===== config.mk =====
export PLATFORM = sky130hd
export DESIGN_NAME = pipe_hazard_ctrl
export DESIGN_NICKNAME = d
export VERILOG_FILES = /design/src/rtl/common_pkg.sv /design/src/rtl/sat_counter.sv /design/src/rtl/pipe_hazard_ctrl.sv
export SDC_FILE = /design/constraint.sdc
export NUM_CORES = 1
export LEC_CHECK = 0
export ABC_AREA = 1
export CORE_ASPECT_RATIO = 0.9
export CORE_MARGIN = 2
export CORE_UTILIZATION = 52
export DETAILED_ROUTE_END_ITERATION = 8
export PLACE_DENSITY = 0.78
export SYNTH_ARGS = -nofsm -noshare
export SYNTH_HDL_FRONTEND = slang
export SYNTH_SLANG_ARGS = --single-unit

===== constraint.sdc =====
create_clock -name clk -period 4.86 [get_ports clk]
set_input_delay 1.458 -clock clk [delete_from_list [all_inputs] [get_ports clk]]
set_output_delay 1.458 -clock clk [all_outputs]
set_load 0.05 [all_outputs]

===== src/rtl/common_pkg.sv =====
// Shared definitions for the pipeline control unit: hazard cause encoding
// and fixed stage indices.
package common;

  typedef enum logic [1:0] {
    HZ_NONE,
    HZ_LOAD_USE,
    HZ_BRANCH,
    HZ_MEM_WAIT
  } hazard_cause_t;

  localparam int STG_IF = 0;
  localparam int STG_ID = 1;
  localparam int STG_EX = 2;

  // Load-use hold length is at most 7 cycles, so 3 bits always suffice.
  localparam int LU_CNT_W = 3;

endpackage


===== src/rtl/sat_counter.sv =====
// Saturating up-counter with synchronous clear; sticks at all-ones.
module sat_counter #(
  parameter int W = 32
) (
  input  logic         clk,
  input  logic         reset_n,
  input  logic         inc,
  input  logic         clear,
  output logic [W-1:0] cnt
);

  logic [W-1:0] cnt_q, cnt_d;

  always_comb begin
    cnt_d = cnt_q;
    if (clear)                    cnt_d = '0;
    else if (inc && ~&cnt_q)      cnt_d = cnt_q + 1'b1;
  end

  always_ff @(posedge clk or negedge reset_n) begin
    if (!reset_n) cnt_q <= '0;
    else          cnt_q <= cnt_d;
  end

  assign cnt = cnt_q;

endmodule


===== src/rtl/pipe_hazard_ctrl.sv =====
// Pipeline control: per-stage enables/flushes, valid tracking, load-use and
// memory-wait stalls, branch flushes, and saturating stall/flush counters.
module pipe_hazard_ctrl
  import common::*;
#(
  parameter int NUM_STAGES      = 5,
  parameter int REG_ADDR_W      = 5,
  parameter int BRANCH_STAGE    = 2,
  parameter int LOAD_USE_CYCLES = 1,
  parameter int CNT_W           = 32
) (
  input  logic                  clk,
  input  logic                  reset_n,
  input  logic [REG_ADDR_W-1:0] id_rs1,
  input  logic [REG_ADDR_W-1:0] id_rs2,
  input  logic                  id_uses_rs1,
  input  logic                  id_uses_rs2,
  input  logic [REG_ADDR_W-1:0] ex_rd,
  input  logic                  ex_mem_read,
  input  logic                  branch_taken,
  input  logic                  mem_busy,
  output logic [NUM_STAGES-1:0] stage_en,
  output logic [NUM_STAGES-1:0] stage_flush,
  output logic [NUM_STAGES-1:0] stage_valid,
  output logic                  pc_write,
  output logic [CNT_W-1:0]      stall_cnt,
  output logic [CNT_W-1:0]      flush_cnt
);

  localparam int WB = NUM_STAGES - 1;

  logic [NUM_STAGES-1:0] v_q, v_d;
  logic                  started_q;
  logic [LU_CNT_W-1:0]   luc_q, luc_d;
  logic                  load_use, br;
  hazard_cause_t         cause;

  always_comb begin
    load_use = v_q[STG_ID] & v_q[STG_EX] & ex_mem_read & (ex_rd != '0) &
               ((id_uses_rs1 & (id_rs1 == ex_rd)) | (id_uses_rs2 & (id_rs2 == ex_rd)));
    br       = v_q[BRANCH_STAGE] & branch_taken;

    if (mem_busy)                      cause = HZ_MEM_WAIT;
    else if (br)                       cause = HZ_BRANCH;
    else if (load_use || luc_q != '0)  cause = HZ_LOAD_USE;
    else                               cause = HZ_NONE;
  end

  always_comb begin
    stage_en    = '1;
    stage_flush = '0;
    pc_write    = started_q;
    luc_d       = luc_q;
    unique case (cause)
      HZ_MEM_WAIT: begin
        // Everything up to MEM freezes; WB drains with a bubble.
        stage_en        = '0;
        stage_en[WB]    = 1'b1;
        stage_flush[WB] = 1'b1;
        pc_write        = 1'b0;
      end
      HZ_BRANCH: begin
        for (int i = STG_ID; i <= BRANCH_STAGE; i++) stage_flush[i] = 1'b1;
        pc_write = 1'b1;
        luc_d    = '0;
      end
      HZ_LOAD_USE: begin
        stage_en[STG_IF]    = 1'b0;
        stage_en[STG_ID]    = 1'b0;
        stage_flush[STG_EX] = 1'b1;
        pc_write            = 1'b0;
        luc_d = (luc_q != '0) ? luc_q - 1'b1 : LU_CNT_W'(LOAD_USE_CYCLES - 1);
      end
      default: ;
    endcase
    if (!reset_n) begin
      stage_en    = '0;
      stage_flush = '1;
      pc_write    = 1'b0;
    end
  end

  // Valid bits follow the data: bubble on flush, shift on enable, else hold.
  always_comb begin
    v_d = v_q;
    if (stage_flush[0])   v_d[0] = 1'b0;
    else if (stage_en[0]) v_d[0] = started_q;
    for (int i = 1; i < NUM_STAGES; i++) begin
      if (stage_flush[i])   v_d[i] = 1'b0;
      else if (stage_en[i]) v_d[i] = v_q[i-1];
    end
  end

  always_ff @(posedge clk or negedge reset_n) begin
    if (!reset_n) begin
      v_q       <= '0;
      started_q <= 1'b0;
      luc_q     <= '0;
    end else begin
      v_q       <= v_d;
      started_q <= 1'b1;
      luc_q     <= luc_d;
    end
  end

  assign stage_valid = v_q;

  sat_counter #(.W(CNT_W)) u_stall_cnt (
    .clk     (clk),
    .reset_n (reset_n),
    .inc     ((cause == HZ_MEM_WAIT) || (cause == HZ_LOAD_USE)),
    .clear   (1'b0),
    .cnt     (stall_cnt)
  );

  sat_counter #(.W(CNT_W)) u_flush_cnt (
    .clk     (clk),
    .reset_n (reset_n),
    .inc     (cause == HZ_BRANCH),
    .clear   (1'b0),
    .cnt     (flush_cnt)
  );

endmodule

==> flow_summary.ini, run 1 <==
[synthesis]
yosysSeqAreaShare = 0.376
syn_nets = 716
synthFlopType = dfrtp_1
async_flop_share = 1.00
synth_edf_count = 0
synth_area_sq_mm = 0.00486
synthDistinctLibCells = 35
postSynthAreaPerCell_sq_um = 7.05
ys_warn_count = 0
syn_inst = 689
ys_ff_latch = 73

[place]
port_buffers = 101
dp.cells = 901
gp_congestion = 0.962
detailed_place_hpwl_um = 9350

[grt]
antenna_found_initial = 0
grt_overflow = 0
grt_pass1_wl_um = 21400
grt_max_degree = 44
grt_usage = 0.264
grt_pass1_vias = 4638

[layout]
fin_nets = 819
finalNonFillerCells = 919
area_delta_synth_final_pct = 28.5
layout-drive-gt1-share = 0.0954
diodes = 0
multi_input_area_sq_mm = 0.00259
fillCellCount = 762
seq_area_sq_mm = 0.00183

[critical_path]
cp.arrival_ns = 3.31
endpoint_kind = output pin
path_max_fanout = 4
r2r_end = u_flush_cnt.cnt[17]
rr_startpoint = u_flush_cnt.cnt[1]
worstPathRequired_ns = 3.40
path_class = input pin to output pin
crit_chain = clkdlybuf4s50_1 > nand2_1 > nand2_1 > nor2_1 > nand3_1 > nand2_1 > nand2_1 > nand2_2 > nand2_2 > nand2_2 > buf_4 > ha_1 > nand2_2 > buf_12
cp_top_family = buffers and inverters
r2r_cells = 10
crit_path_max_incr_delay_ns = 0.49
start_kind = input pin
cp.depth = 14
endpoint = stage_flush[2]
crit_start = id_rs2[2]
r2r_setup_slack_ns = 2.32
cp_slowest_cell = clkdlybuf4s50_1
path_buf_inv = 3

[die]
std_cell_rows = 33
core_sq_mm = 0.00908
dieArea_sq_mm = 0.0101
die-height_um = 95.7
die_x_um = 106
ios = 102
initial_utilization = 0.535

[clocking]
cts_max_path_buffers = 2
holdBufCountCts = 0
path_clk_slew_ns = 0.08
cts_made_buffers = 9
cts_tree = done
clock_latency_ns = 0.35
clock-sinks = 73
htreeDepth = 3
root_buffer = clkbuf_8

[power]
p_total_mw = 1.92
power_density_mw_per_mm2 = 308
vdd_drop_max_uv = 277
leakage_nw = 3.03

[timing]
fin_crit_sh = 0.981
rsz0062_at_grt = no
slew_viol_final = 0
fin_crit_ns = 4.77
max_freq_mhz = 210
relSlewSlack = 0.657
worstMarginPinSlew_ns = 0.513
finClkSkew_ns = 0.00904
hold_viol_final = 0
finalSetupViolations = 0

[route]
via_per_inst = 5.22
detail_route.wl_per_cell_um = 13.8
drt_pass1_iterations = 5
drt_iter0_drc = 349
drc = 0
num_vias = 4799
totalWireLength_um = 12700
ant_nets = 0

[job]
maxCapViolations = 0

[outcome]
status = completed

[min_path]
hp-class = flop to flop
## power breakdown
group	internal [mW]	total, mW	switching (mW)
clock	0.266	0.506	0.240
combinational	0.221	0.661	0.440
sequential	0.671	0.755	0.0834
## worst min path at each step
stage / from / endpoint / slack (ns) / depth (start not counted)
floorplan: luc_q[1] / luc_q[1] / 0.48 / 2
global placement: luc_q[1] / luc_q[1] / 0.50 / 2
detailed placement: u_stall_cnt.cnt[10] / u_stall_cnt.cnt[10] / 0.51 / 2
CTS: u_flush_cnt.cnt[24] / u_flush_cnt.cnt[24] / 0.52 / 1
global route: u_flush_cnt.cnt[24] / u_flush_cnt.cnt[24] / 0.54 / 1
finish: u_flush_cnt.cnt[24] / u_flush_cnt.cnt[24] / 0.52 / 1
## area by class of cell
| type | instances | share of cell area |
|---|---|---|
| Clock buffer | 12 | 0.0248 |
| Clock inverter | 4 | 0.00822 |
| Inverter | 89 | 0.0539 |
| Multi-Input combinational cell | 510 | 0.415 |
| Sequential cell | 73 | 0.293 |
| Tap cell | 122 | 0.0244 |
| Timing Repair Buffer | 109 | 0.181 |
## cells in the final DEF, fill, tap and decap left out, types with 2 or more instances in the layout
master / instances
o21ai_2: 12
nand4_1: 20
nand3_1: 60
clkdlybuf4s50_1: 77
clkbuf_8: 11
buf_4: 12
nand2_2: 8
inv_2: 5
nor4_1: 2
nor2_2: 3
dfrtp_1: 73
buf_12: 5
xnor2_1: 10
ha_1: 3
a21oi_1: 3
o21ai_0: 7
nand3b_1: 5
o22ai_1: 2
inv_1: 82
dlymetal6s2s_1: 10
nor3_1: 30
nand2_1: 244
dlygate4sd2_1: 4
xor2_1: 33
nor3_2: 4
nor2_1: 51
nor2_4: 2
## cell usage after synthesis, types with 2 or more instances
| library cell | n | area (sq um) |
|---|---|---|
| nor2_4 | 2 | 22.5 |
| xor2_1 | 33 | 289 |
| o22ai_1 | 2 | 12.5 |
| a21oi_1 | 3 | 15.0 |
| nor2_2 | 2 | 12.5 |
| nor4_1 | 2 | 12.5 |
| nand3_1 | 60 | 300 |
| nand2_2 | 5 | 31.3 |
| buf_6 | 5 | 56.3 |
| o21ai_0 | 7 | 35.0 |
| ha_1 | 5 | 62.6 |
| nor2_1 | 52 | 195 |
| buf_4 | 6 | 45.0 |
| nor3_1 | 30 | 150 |
| nand4_1 | 20 | 125 |
| dfrtp_1 | 73 | 1830 |
| o21ai_2 | 12 | 105 |
| nand3b_1 | 5 | 37.5 |
| inv_1 | 86 | 323 |
| nor3_2 | 4 | 40.0 |
| xnor2_1 | 10 | 87.6 |
| buf_2 | 6 | 30.0 |
| nand2_1 | 247 | 927 |
## per-layer routing
metal / up-vias / routed length [um] / global-route usage / share of wire
met1: 2251 / 5720 / 0.345 / 0.45
met4: 0 / 53 / 0.0625 / 0.0042
met2: 175 / 6080 / 0.449 / 0.48
met5: - / 0 / 0 / 0
met3: 5 / 811 / 0.0623 / 0.064
li1: 2368 / - / - / -
## per-stage QoR
step	hold slack (ns)	instance area [sq um]	setup TNS (ns)	util	worst slack, ns
3_3_place_gp	0.496	5970	0	0.658	0.0457
2_1_floorplan	0.476	4860	0	-	0.0361
4_1_cts	0.524	6180	0	0.680	0.00312
5_1_grt	0.545	6240	0	0.687	0.0121
6_report	0.521	6240	0	0.687	0.0936
3_5_place_dp	0.509	5970	-0.114	0.658	-0.0899
## what timing repair did
| action | 4_1_cts | 5_1_grt |
|---|---|---|
| gates cloned | 0 | 0 |
| endpoints found under the setup margin | 3 | 3 |
| pin swaps | 1 | 8 |
| buffers inserted | 0 | 2 |
| resized for setup | 6 | 20 |
## sequential cells by signal, summed over array words and instances, names as in the netlist
register and cells:
u_flush_cnt.cnt 32, u_stall_cnt.cnt 32, stage_valid 5, luc_q 3, started_q 1
## cell families (layout without fill, tap and decap cells)
kind of cell | count (synthesis) | in the layout | synth area share
other | 1 | 1 | 0.000772
adder cells (fa/ha/maj) | 5 | 5 | 0.0129
buffers and inverters | 106 | 214 | 0.0963
AO/OA/AOI/OAI | 26 | 26 | 0.0379
flip-flops | 73 | 73 | 0.376
XOR/XNOR | 44 | 44 | 0.0809
AND/OR/NAND/NOR | 434 | 434 | 0.395
(Power assumes the default switching activity.)
==> run 2, diff against run 1 <==
--- a/config.mk
+++ b/config.mk
@@ -6,10 +6,12 @@
 export NUM_CORES = 1
 export LEC_CHECK = 0
 export ABC_AREA = 1
-export CORE_ASPECT_RATIO = 0.9
+export CAP_MARGIN = 30
+export CORE_ASPECT_RATIO = 0.8
 export CORE_MARGIN = 2
 export CORE_UTILIZATION = 52
 export DETAILED_ROUTE_END_ITERATION = 8
+export HOLD_SLACK_MARGIN = 0.03
 export PLACE_DENSITY = 0.78
 export SYNTH_ARGS = -nofsm -noshare
 export SYNTH_HDL_FRONTEND = slang
==> flow_summary.ini, run 2 (synthesis results as in run 1) <==
[clocking]
clock-sinks = 73
htreeDepth = 3
clock_latency_ns = 0.34
path_clk_slew_ns = 0.05
cts_max_path_buffers = 2
root_buffer = clkbuf_16
cts_made_buffers = 9
cts_tree = done
holdBufCountCts = 0

[critical_path]
cp_slowest_cell = clkdlybuf4s50_1
rr_startpoint = u_flush_cnt.cnt[13]
cp_top_family = buffers and inverters
crit_start = id_rs1[0]
worstPathRequired_ns = 3.40
start_kind = input pin
cp.depth = 14
path_class = input pin to output pin
cp.arrival_ns = 3.27
endpoint = stage_flush[2]
crit_chain = clkdlybuf4s50_1 > inv_1 > nor2_1 > nor2_1 > nand3_1 > nand2_1 > nand2_1 > nand2_1 > nand2_2 > nand2_2 > buf_4 > ha_1 > nand2_2 > buf_12
endpoint_kind = output pin
r2r_end = u_flush_cnt.cnt[29]
crit_path_max_incr_delay_ns = 0.45
r2r_setup_slack_ns = 2.23
path_max_fanout = 4
r2r_cells = 9
path_buf_inv = 4

[route]
drt_iter0_drc = 383
drc = 0
via_per_inst = 5.38
detail_route.wl_per_cell_um = 14.5
drt_pass1_iterations = 5
num_vias = 4909
totalWireLength_um = 13200
ant_nets = 0

[place]
dp_slack_ns = -0.0455
detailed_place_hpwl_um = 9730
port_buffers = 101
place_area_sq_mm = 0.00597
gp_congestion = 0.920
dp.cells = 895

[layout]
final_cell_mix = nand2_1 (244), inv_1 (84), clkdlybuf4s50_1 (78)
finalNonFillerCells = 912
design_area_sq_mm = 0.00630
fin_nets = 819
diodes = 0
area_delta_synth_final_pct = 29.8
layout-drive-gt1-share = 0.0916
final_common_cell = nand2_1

[timing]
finClkSkew_ns = 0.00657
hold_viol_final = 0
fin_crit_ns = 4.73
slew_viol_final = 0
finalSetupViolations = 0
fin_crit_sh = 0.973
setup_slack_ns = 0.131
relSlewSlack = 0.609
rsz0062_at_grt = yes
worstMarginPinSlew_ns = 0.586
max_freq_mhz = 211

[outcome]
status = completed

[die]
die_x_um = 112
initial_utilization = 0.535
core_sq_mm = 0.00908
ios = 102
dieArea_sq_mm = 0.0101
die-height_um = 90.5
std_cell_rows = 31

[power]
p_sw_uw = 781
seqPwrFrac = 0.372
p_comb_frac = 0.322
p_total_mw = 2.05
leakage_nw = 3.06
clockPowerShare = 0.306
switching_share = 0.382
vdd_drop_max_uv = 335
power_density_mw_per_mm2 = 325
internal_power_mw = 1.27

[grt]
grt_pass1_wl_um = 22200
grt_max_degree = 48
grt_pass1_vias = 4567
antenna_found_initial = 0
grt_overflow = 0
grt_usage = 0.268

[min_path]
hp-start = luc_q[0]
hp-class = flop to flop

[job]
maxCapViolations = 0
## run 2: changes by cell type in the layout (fill, tap and decap cells not counted), sizes merged
| cell | before | now |
|---|---|---|
| clkbuf | 12 | 13 |
| clkdlybuf4s50 | 77 | 78 |
| clkinvlp | 1 | 0 |
| dlygate4sd2 | 4 | 3 |
| bufinv | 1 | 0 |
| clkinv | 3 | 4 |
## run 2: worst min-delay path by stage
stage                           to  slack, ns  depth (start not counted)
finish                    luc_q[0]       0.52                          1
detailed placement        luc_q[0]       0.51                          1
global placement          luc_q[0]       0.50                          1
CTS                       luc_q[0]       0.52                          1
global route        stage_valid[4]       0.56                          2
floorplan                 luc_q[1]       0.48                          2
## run 2: timing repair
item	in CTS	in global routing
setup endpoints to repair	1	3
setup buffers	1	0
hold endpoints to repair	0	0
pin swaps	2	7
resized for setup	5	18
## run 2: per-layer routing
layer  vias up  GRT usage  wire (um)
li1       2371          -          -
met1      2332      0.387       6060
met2       192      0.411       6000
met3        14     0.0517        988
met4         0     0.0803        178
met5         -          0          0
## run 2: layout make-up
| class | count | area [sq um] |
|---|---|---|
| multi-input cells | 510 | 2590 |
| inverters | 89 | 337 |
| clock inverters | 3 | 15.0 |
| well taps | 115 | 144 |
| clock buffers | 13 | 260 |
| flip-flops and latches | 73 | 1830 |
| repair buffers | 109 | 1130 |
| fillers | 792 | 2770 |
## run 2: stage by stage
step	hold slack, ns	util	TNS, ns
floorplan	0.476	-	0
global placement	0.497	0.658	0
detailed placement	0.514	0.658	-0.0455
CTS	0.523	0.689	0
global route	0.557	0.695	-0.00287
finish	0.517	0.695	0
## run 2: power groups by stage
stage               logic [mW]  registers (mW)  clock network, mW
finish                   0.660           0.761              0.626
CTS                      0.661           0.759              0.636
detailed placement       0.659           0.768                  0
global placement         0.645           0.765                  0
global route             0.703           0.773              0.653
floorplan                0.221           0.975                  0
==> run 3, diff against run 2 <==
--- a/config.mk
+++ b/config.mk
@@ -11,8 +11,9 @@
 export CORE_MARGIN = 2
 export CORE_UTILIZATION = 52
 export DETAILED_ROUTE_END_ITERATION = 8
-export HOLD_SLACK_MARGIN = 0.03
+export HOLD_SLACK_MARGIN = 0.02
 export PLACE_DENSITY = 0.78
+export SETUP_SLACK_MARGIN = 0.2
 export SYNTH_ARGS = -nofsm -noshare
 export SYNTH_HDL_FRONTEND = slang
 export SYNTH_SLANG_ARGS = --single-unit
==> flow_summary.ini, run 3 (synthesis results as in run 1) <==
[outcome]
status = completed

[layout]
final_common_cell = nand2_1
layout-drive-gt1-share = 0.154
final_cell_mix = nand2_1 (239), inv_1 (77), dfrtp_1 (73)
area_delta_synth_final_pct = 35.1
final_util = 0.723
fillCellCount = 719
diodes = 0
fin_nets = 838

[clocking]
cts_made_buffers = 9
htreeDepth = 3
root_buffer = clkbuf_16
path_clk_slew_ns = 0.06
clock-sinks = 73
cts_max_path_buffers = 2
cts_tree = done
clock_latency_ns = 0.34

[place]
detailed_place_hpwl_um = 9600
dp_slack_ns = -0.0324
gp_congestion = 0.935
port_buffers = 101

[timing]
hold_viol_final = 0
fin_crit_sh = 0.949
finClkSkew_ns = 0.00571
setup_slack_ns = 0.248
relSlewSlack = 0.581
fin_crit_ns = 4.61
hold_slack_ns = 0.529
slew_viol_final = 0
finalSetupViolations = 0
rsz0062_at_grt = no
worstMarginPinSlew_ns = 0.628
max_freq_mhz = 217

[min_path]
hp-class = flop to flop
hp-start = u_stall_cnt.cnt[14]

[critical_path]
endpoint_kind = flop
r2r_cells = 27
cp_slowest_cell = buf_4
start_kind = input pin
worstPathRequired_ns = 5.08
cp_common_cell = buf_4
crit_path_max_incr_delay_ns = 0.13
crit_start = ex_rd[0]
endpoint = stage_valid[1]
rr_startpoint = stage_valid[1]
cp.arrival_ns = 4.84
path_class = input pin to flop
r2r_setup_slack_ns = 1.37
r2r_end = stage_valid[1]
path_max_fanout = 5

[power]
power_density_mw_per_mm2 = 346
p_total_mw = 2.27
leakage_nw = 3.14
vdd_drop_max_uv = 322

[die]
die-height_um = 90.5
ios = 102
die_x_um = 112
std_cell_rows = 31
dieArea_sq_mm = 0.0101
core_sq_mm = 0.00908
initial_utilization = 0.535

[route]
ant_nets = 0
num_vias = 5092
drt_pass1_iterations = 5
detail_route.wl_per_cell_um = 15.4
totalWireLength_um = 14300
via_per_inst = 5.47
drc = 0
drt_iter0_drc = 523

[grt]
grt_pass1_vias = 4895
grt_max_degree = 50
antenna_found_initial = 0
grt_pass1_wl_um = 23700
grt_usage = 0.286
grt_overflow = 0

[job]
maxCapViolations = 0
==> run 3: changes by cell type in the layout (fill, tap and decap cells not counted), sizes merged <==
cell           delta
clkdlybuf4s50     -7
dlymetal6s2s      -7
clkbuf            +2
buf              +32
bufinv            +4
clkinv            -2
dlygate4sd2       -3
==> run 3: repair_timing <==
item,CTS,global route
setup buffers,20,0
hold buffers,0,0
endpoints found under the setup margin,3,5
pin swaps,10,21
gates resized for setup,23,72
==> run 3: through the flow <==
| stage | instances | TNS (ns) | cell area, sq um |
|---|---|---|---|
| floorplan | 689 | 0 | 4860 |
| global placement | 895 | 0 | 5970 |
| detailed placement | 895 | -0.0324 | 5970 |
| CTS | 931 | 0 | 6510 |
| global route | 931 | 0 | 6560 |
| finish | 931 | 0 | 6560 |
==> run 3: final cells by class <==
cell class,count,area [sq um],area share
clock buffer,11,253,0.0385
clock inverter,5,125,0.0191
inverter,89,342,0.0520
multi-input combinational,510,2620,0.399
sequential,73,1830,0.278
tap,115,144,0.0219
timing repair buffer,128,1250,0.191
==> run 3: worst min-delay path by stage <==
stage,endpoint,slack (ns),cells after the start
floorplan,luc_q[1],0.48,2
global placement,luc_q[0],0.50,1
detailed placement,u_stall_cnt.cnt[14],0.51,2
CTS,luc_q[0],0.52,1
global route,luc_q[2],0.56,2
finish,u_stall_cnt.cnt[14],0.53,2
==> run 3: metal layers <==
layer,share of wire,vias to the layer above,wire (um),global-route usage
li1,-,2414,-,-
met1,0.44,2390,6320,0.399
met2,0.45,246,6520,0.445
met3,0.081,42,1170,0.0698
met4,0.024,0,342,0.0864
met5,0,-,0,0
==> run 3: critical path, delay by kind of cell <==
family / cells / cell delay [ns]
buffers and inverters: 21 / 2.55
AND/OR/NAND/NOR: 10 / 0.81
==> run 3: power breakdown <==
group	switching, mW	internal [mW]
registers	0.0873	0.673
clock network	0.260	0.581
logic	0.447	0.224
